===== src/rtl/riscv_pipe_pkg.sv =====
// riscv_pipe_pkg
//   Shared definitions for the pipeline sequencer. These are the inter-stage
//   slice indices, the sequencer state encoding, and the PC-select encoding.
//   Optional build macro RISCV_PIPE_PERF_EN is consumed by riscv_pipe_ctrl.
package riscv_pipe_pkg;

   localparam int NSTAGE_V1 = 4;
   localparam int IFID      = 0;
   localparam int IDEX      = 1;
   localparam int EXMEM     = 2;
   localparam int MEMWB     = 3;

   typedef enum logic [1:0] {
      ST_HOLD  = 2'd0,
      ST_RUN   = 2'd1,
      ST_DRAIN = 2'd2
   } state_e;

   typedef enum logic [1:0] {
      PC_SEQ   = 2'd0,
      PC_REDIR = 2'd1,
      PC_TRAP  = 2'd2
   } pc_sel_e;

   // Slice controls as seen by the register slices: a flushed slice must also
   // be enabled so the sft_rst value actually loads.
   typedef struct packed {
      logic [NSTAGE_V1-1:0] en;
      logic [NSTAGE_V1-1:0] flush;
   } slice_ctl_t;

   function automatic slice_ctl_t mk_ctl(input logic [NSTAGE_V1-1:0] en,
                                         input logic [NSTAGE_V1-1:0] flush);
      slice_ctl_t c;
      c.en    = en | flush;
      c.flush = flush;
      return c;
   endfunction

endpackage


===== src/rtl/riscv_hazard_det.sv =====
// riscv_hazard_det
//   Combinational load-use detector. Flags a stall when the instruction in EX
//   is a load whose destination (non-x0) is a source of the instruction in ID.
// Ports
//   i_id_rs1, i_id_rs2 : source registers of the ID instruction
//   i_ex_rd            : destination register of the EX instruction
//   i_ex_is_load       : EX instruction is a load
//   o_stall            : load-use hazard present this cycle
module riscv_hazard_det #(
   parameter int REG_ADDR_W = 5
) (
   input  logic [REG_ADDR_W-1:0] i_id_rs1,
   input  logic [REG_ADDR_W-1:0] i_id_rs2,
   input  logic [REG_ADDR_W-1:0] i_ex_rd,
   input  logic                  i_ex_is_load,
   output logic                  o_stall
);

   logic w_rd_nz;
   logic w_match;

   assign w_rd_nz = (i_ex_rd != '0);
   assign w_match = (i_ex_rd == i_id_rs1) || (i_ex_rd == i_id_rs2);
   assign o_stall = i_ex_is_load && w_rd_nz && w_match;

endmodule


===== src/rtl/riscv_pipe_ctrl.sv =====
// riscv_pipe_ctrl
//   Central sequencer for the 5-stage core. It drives en/sft_rst of the IF/ID,
//   ID/EX, EX/MEM and MEM/WB slices from trap, memory/EX busy, redirect and
//   load-use conditions. After a redirect or trap with a fetch in flight, it
//   drops the stale fetch response (DRAIN). A stall watchdog raises a sticky
//   hang flag.
//   Optional feature: define RISCV_PIPE_PERF_EN to add the perf counters.
// Ports
//   i_clk, i_rst         : clock, synchronous active-high reset
//   i_imem_rsp_valid     : fetch response valid this cycle
//   i_imem_outstanding   : a fetch response is still pending
//   i_dmem_busy          : MEM-stage access not complete
//   i_ex_busy            : multicycle EX unit not done
//   i_ex_redirect        : taken branch/jump resolved in EX
//   i_trap               : exception/interrupt taken at MEM
//   i_id_rs1/i_id_rs2    : ID source registers
//   i_ex_rd/i_ex_is_load : EX destination register, EX is a load
//   o_stage_en           : slice enables (combinational)
//   o_stage_flush        : slice soft resets (combinational)
//   o_pc_sel             : 0 sequential, 1 redirect, 2 trap vector
//   o_drop_fetch         : discard the current imem response
//   o_hang               : sticky watchdog flag (registered)
//   o_perf_stall_cnt     : cycles with IF/ID held (RISCV_PIPE_PERF_EN)
//   o_perf_flush_cnt     : trap/redirect events    (RISCV_PIPE_PERF_EN)
module riscv_pipe_ctrl
   import riscv_pipe_pkg::*;
#(
   parameter int NSTAGE        = 4,
   parameter int REG_ADDR_W    = 5,
   parameter int STALL_TIMEOUT = 1024,
   parameter int CNT_W         = 32
) (
   input  logic                  i_clk,
   input  logic                  i_rst,
   input  logic                  i_imem_rsp_valid,
   input  logic                  i_imem_outstanding,
   input  logic                  i_dmem_busy,
   input  logic                  i_ex_busy,
   input  logic                  i_ex_redirect,
   input  logic                  i_trap,
   input  logic [REG_ADDR_W-1:0] i_id_rs1,
   input  logic [REG_ADDR_W-1:0] i_id_rs2,
   input  logic [REG_ADDR_W-1:0] i_ex_rd,
   input  logic                  i_ex_is_load,
   output logic [NSTAGE-1:0]     o_stage_en,
   output logic [NSTAGE-1:0]     o_stage_flush,
   output logic [1:0]            o_pc_sel,
   output logic                  o_drop_fetch,
   output logic                  o_hang
`ifdef RISCV_PIPE_PERF_EN
   ,
   output logic [CNT_W-1:0]      o_perf_stall_cnt,
   output logic [CNT_W-1:0]      o_perf_flush_cnt
`endif
);

   localparam int              WD_W   = $clog2(STALL_TIMEOUT + 1);
   localparam logic [WD_W-1:0] WD_MAX = WD_W'(STALL_TIMEOUT);

   // The slice map is hard-wired to four slices; catch a bad override early.
   if (NSTAGE != NSTAGE_V1 || STALL_TIMEOUT < 2 || CNT_W < 1) begin : g_param_chk
      $error("riscv_pipe_ctrl: unsupported parameter set");
   end

   state_e          r_state;
   logic [WD_W-1:0] r_wd_cnt;
   logic            r_hang;

   state_e          w_state_nxt;
   logic [WD_W-1:0] w_wd_nxt;
   logic [3:0]      w_en;
   logic [3:0]      w_flush;
   pc_sel_e         w_pc_sel;
   logic            w_drop;
   logic            w_stall;   // dmem/ex busy row actually won priority
   logic            w_evt;     // trap or redirect row actually won priority
   logic            w_lu_stall;
   slice_ctl_t      w_ctl;

   riscv_hazard_det #(
      .REG_ADDR_W (REG_ADDR_W)
   ) u_hazard (
      .i_id_rs1     (i_id_rs1),
      .i_id_rs2     (i_id_rs2),
      .i_ex_rd      (i_ex_rd),
      .i_ex_is_load (i_ex_is_load),
      .o_stall      (w_lu_stall)
   );

   always_comb begin
      w_en        = '1;
      w_flush     = '0;
      w_pc_sel    = PC_SEQ;
      w_drop      = 1'b0;
      w_stall     = 1'b0;
      w_evt       = 1'b0;
      w_state_nxt = r_state;

      if (i_rst || r_state == ST_HOLD) begin
         // Reset and the first cycle after it bubble every slice.
         w_flush     = '1;
         w_state_nxt = ST_RUN;
      end else begin
         if (i_trap) begin
            w_flush  = '1;
            w_pc_sel = PC_TRAP;
            w_evt    = 1'b1;
         end else if (i_dmem_busy) begin
            w_en[EXMEM:IFID] = '0;
            w_flush[MEMWB]   = 1'b1;
            w_stall          = 1'b1;
         end else if (i_ex_busy) begin
            w_en[IDEX:IFID]  = '0;
            w_flush[EXMEM]   = 1'b1;
            w_stall          = 1'b1;
         end else if (i_ex_redirect) begin
            w_flush[IDEX:IFID] = '1;
            w_pc_sel           = PC_REDIR;
            w_evt              = 1'b1;
         end else if (w_lu_stall) begin
            w_en[IFID]    = 1'b0;
            w_flush[IDEX] = 1'b1;
         end else if (!i_imem_rsp_valid) begin
            w_flush[IFID] = 1'b1;
         end

         if (r_state == ST_DRAIN) begin
            // IF/ID always takes a bubble here; whatever arrives is stale.
            w_flush[IFID] = 1'b1;
            w_drop        = 1'b1;
            if (w_evt)
               w_state_nxt = ST_DRAIN;
            else if (i_imem_rsp_valid)
               w_state_nxt = ST_RUN;
            else
               w_state_nxt = ST_DRAIN;
         end else begin
            w_state_nxt = (w_evt && i_imem_outstanding) ? ST_DRAIN : ST_RUN;
         end
      end
   end

   always_comb begin
      if (!w_stall)
         w_wd_nxt = '0;
      else if (r_wd_cnt == WD_MAX)
         w_wd_nxt = r_wd_cnt;
      else
         w_wd_nxt = r_wd_cnt + 1'b1;
   end

   always_ff @(posedge i_clk) begin
      if (i_rst) begin
         r_state  <= ST_HOLD;
         r_wd_cnt <= '0;
         r_hang   <= 1'b0;
      end else begin
         r_state  <= w_state_nxt;
         r_wd_cnt <= w_wd_nxt;
         if (w_wd_nxt == WD_MAX)
            r_hang <= 1'b1;
      end
   end

   assign w_ctl         = mk_ctl(w_en, w_flush);
   assign o_stage_en    = w_ctl.en;
   assign o_stage_flush = w_ctl.flush;
   assign o_pc_sel      = w_pc_sel;
   assign o_drop_fetch  = w_drop;
   assign o_hang        = r_hang;

`ifdef RISCV_PIPE_PERF_EN
   logic [CNT_W-1:0] r_perf_stall;
   logic [CNT_W-1:0] r_perf_flush;

   always_ff @(posedge i_clk) begin
      if (i_rst) begin
         r_perf_stall <= '0;
         r_perf_flush <= '0;
      end else begin
         if (!w_ctl.en[IFID])
            r_perf_stall <= r_perf_stall + 1'b1;
         if (w_evt)
            r_perf_flush <= r_perf_flush + 1'b1;
      end
   end

   assign o_perf_stall_cnt = r_perf_stall;
   assign o_perf_flush_cnt = r_perf_flush;
`endif

endmodule


===== config.mk =====
export PLATFORM = sky130hd
export DESIGN_NAME = riscv_pipe_ctrl
export DESIGN_NICKNAME = d
export VERILOG_FILES = /design/src/rtl/riscv_pipe_pkg.sv /design/src/rtl/riscv_hazard_det.sv /design/src/rtl/riscv_pipe_ctrl.sv
export SDC_FILE = /design/constraint.sdc
export NUM_CORES = 1
export LEC_CHECK = 0
export ABC_AREA = 0
export BUFFER_PORTS_ARGS = -buffer_cell sky130_fd_sc_hd__buf_2
export CAP_MARGIN = 10
export CORE_MARGIN = 5
export CORE_UTILIZATION = 52
export DETAILED_ROUTE_END_ITERATION = 10
export GPL_TIMING_DRIVEN = 0
export PLACE_DENSITY = 0.83
export SYNTH_ARGS = -nofsm -noshare
export SYNTH_HDL_FRONTEND = slang
export SYNTH_SLANG_ARGS = --single-unit

===== constraint.sdc =====
create_clock -name i_clk -period 4.1 [get_ports i_clk]
set_input_delay 0.205 -clock i_clk [delete_from_list [all_inputs] [get_ports i_clk]]
set_output_delay 0.205 -clock i_clk [all_outputs]
set_load 0.005 [all_outputs]

==> impl_metrics.ini <==
[power]
seqPwrFrac_pct = 48.3
peakVddDrop_mv = 0.1920
switching_share_pct = 24.72
pwr-share-clk_pct = 35.3
power_density_nw_per_um2 = 231.8
switchingPower_w = 0.00007083
p_int_w = 0.0002157
leakagePower_nw = 0.5001
p_comb_share_pct = 16.4

[critical_path]
worstReg2RegStart = r_wd_cnt[0]$_SDFF_PP0_
crit_type = reg -> reg
end_kind = register
r2r_slack_ns = 2.18
critPathMaxFanout = 7
cp.arrival_ns = 2.11
r2r_cells = 8
start_kind = register
endpoint = o_hang$_SDFFE_PP0N_
crit_start = r_wd_cnt[0]$_SDFF_PP0_
required_ns = 4.28
worst_r2r_endpoint = o_hang$_SDFFE_PP0N_

[global_route]
grt_pass1_wl_um = 3877
grt_pass1_vias = 919
grt_max_degree = 11
grt.overflow.total = 0
antenna_found_initial = 0
globalRouteTotalUtil_pct = 18.57

[timing]
final_hold_viol_count = 0
drv_slew = 0
fin_crit_sh_pct = 46.92
fmax_mhz = 519.8
skew_ns = 0.003260
period_minus_slack_ns = 1.924
tns_ns = 0
rsz0062_at_grt = no
setup_violations = 0

[cells_and_area]
drive_above_1_share_pct = 32.28
fin_cells = 183
layout_commonest_cell = buf_2
final_nets = 185
fin_area_um2 = 1236
fin_util_pct = 69.33
area_growth_pct = 23.19
final_cell_mix = 36 x buf_2, 17 x nor2_1, 14 x dfxtp_1, 11 x xor2_1
diodes = 0

[clock_network]
insertion_delay_ns = 0.29
clkTransAtPathRegs_ns = 0.08
cts_setup_buffers = 0
hold_buffers = 0
h-tree-depth = 1
cts_buffers = 3
ctsResizeCount = 0
cts_tree = yes
clockRootBuffer = clkbuf_4
clock_path_buffers = 2
clock_sinks = 14

[place]
post-dp-hpwl_um = 1762
place_inst = 179
io_buffers = 33
place_congestion = 0.8209
placed_cell_area_um2 = 1200

[die]
num_rows = 15
dieWidth_um = 53.93
pin_count = 36
die_h_um = 53.93
start_util_pct = 56.28
core_um2 = 1783
die_area_um2 = 2908

[logic_synthesis]
synthTopCellsByArea = dfxtp_1 28%, xor2_1 9.6%, xnor2_1 7.0%, nor2_1 6.4%, nand3_1 4.0%
ys_types = 39
syn_area_um2 = 1003
synth_top_area_share_pct = 27.93
synth_cells = 121
yosys_most_used_dff = dfxtp_1
synth.avg_cell_area_um2 = 8.293
async_flop_share_pct = 0
ys_seq_area_share_pct = 27.93
yosys_register_bits = 14
synth_edf_count = 0
yosysTopAreaCell = dfxtp_1
syn_nets = 147
ys_warn_count = 0

[job]
cap_violations = 0

[status]
status = completed

[hold_path]
worstHoldStart = i_rst
min_path_type = in -> reg

[detailed_routing]
drtAntennaViolNets = 0
drt_first_pass_iters = 4
drt_iter0_drc = 22
drc_errors = 0
wl_per_cell_um = 12.10
drt-total-wl_um = 2215
viasPerCell = 5.339
dr_total_vias = 977
## area by class of cell
type,count,area [µm²]
fillers,144,546.8
multi-input cells,96,663.1
repair buffers,33,165.2
inverters,5,18.77
well taps,25,31.28
flip-flops and latches,14,280.3
plain buffers,6,41.29
clock buffers,4,36.28
## cell families (layout without fill, tap and decap cells)
group,count (synthesis),count (layout),share of synthesized area [%]
simple gates,58,58,34.66
xor+xnor,19,19,16.58
compound gates,16,16,11.97
flops,14,14,27.93
buf+inv,11,48,5.984
fa+ha+maj,2,2,2.493
other cells,1,1,0.3737
## critical path: stages (launching register included)
cell	delay, ns
dfxtp_1	0.32
buf_2	0.15
inv_1	0.06
ha_1	0.15
nor4b_4	0.23
nand4b_2	0.24
a311o_1	0.43
a41oi_2	0.19
nor3_2	0.06
## Yosys cell counts, types with 2 or more instances
cell type,count
dfxtp_1,14
and4_1,2
o21ai_0,2
buf_2,3
nor3_2,2
nor2_1,17
xor2_1,11
ha_1,2
nand3_1,8
nand2b_1,6
inv_1,5
buf_4,2
xnor2_1,8
or3_1,2
nand2_1,6
a21oi_1,4
nand4_1,2
nor3_1,4
## power groups by stage
stage	Combinational (W)	Clock (W)	Sequential (W)
floorplan	0.0000257	0	0.000141
global placement	0.0000452	0	0.000142
detailed placement	0.0000469	0	0.000142
CTS	0.0000472	0.000105	0.000138
global route	0.0000528	0.000115	0.000139
finish	0.0000470	0.000101	0.000138
## registers in the layout, indices dropped and copies added, names as in the netlist
| register | flops |
|---|---|
| o_hang | 1 |
| r_state | 2 |
| r_wd_cnt | 11 |
## worst min path at each step
| stage | end | cells past startpoint |
|---|---|---|
| after floorplan | r_state[1]$_SDFF_PP0_ | 2 |
| after global placement | o_hang$_SDFFE_PP0N_ | 2 |
| after detailed placement | o_hang$_SDFFE_PP0N_ | 2 |
| after CTS | o_hang$_SDFFE_PP0N_ | 2 |
| after global routing | o_hang$_SDFFE_PP0N_ | 2 |
| final | o_hang$_SDFFE_PP0N_ | 2 |
## routing by layer
metal	wire (µm)	vias up	part of all wire [%]	global-route usage, %
met1	955	441	43	20.87
met4	22	0	0.99	7.660
met5	0	-	0	0
li1	-	495	-	-
met3	181	3	8.2	6.648
met2	1055	38	48	31.45
## through the flow
stage	power, W	worst slack, ns	hold WS [ns]
after floorplan	0.0001671	2.359	0.3887
after global placement	0.0001868	2.186	0.4764
after detailed placement	0.0001885	2.194	0.4793
after CTS	0.0002907	2.166	0.1652
after global routing	0.0003068	2.072	0.1708
final	0.0002865	2.176	0.1707
Power figures use the tool's default switching activity.
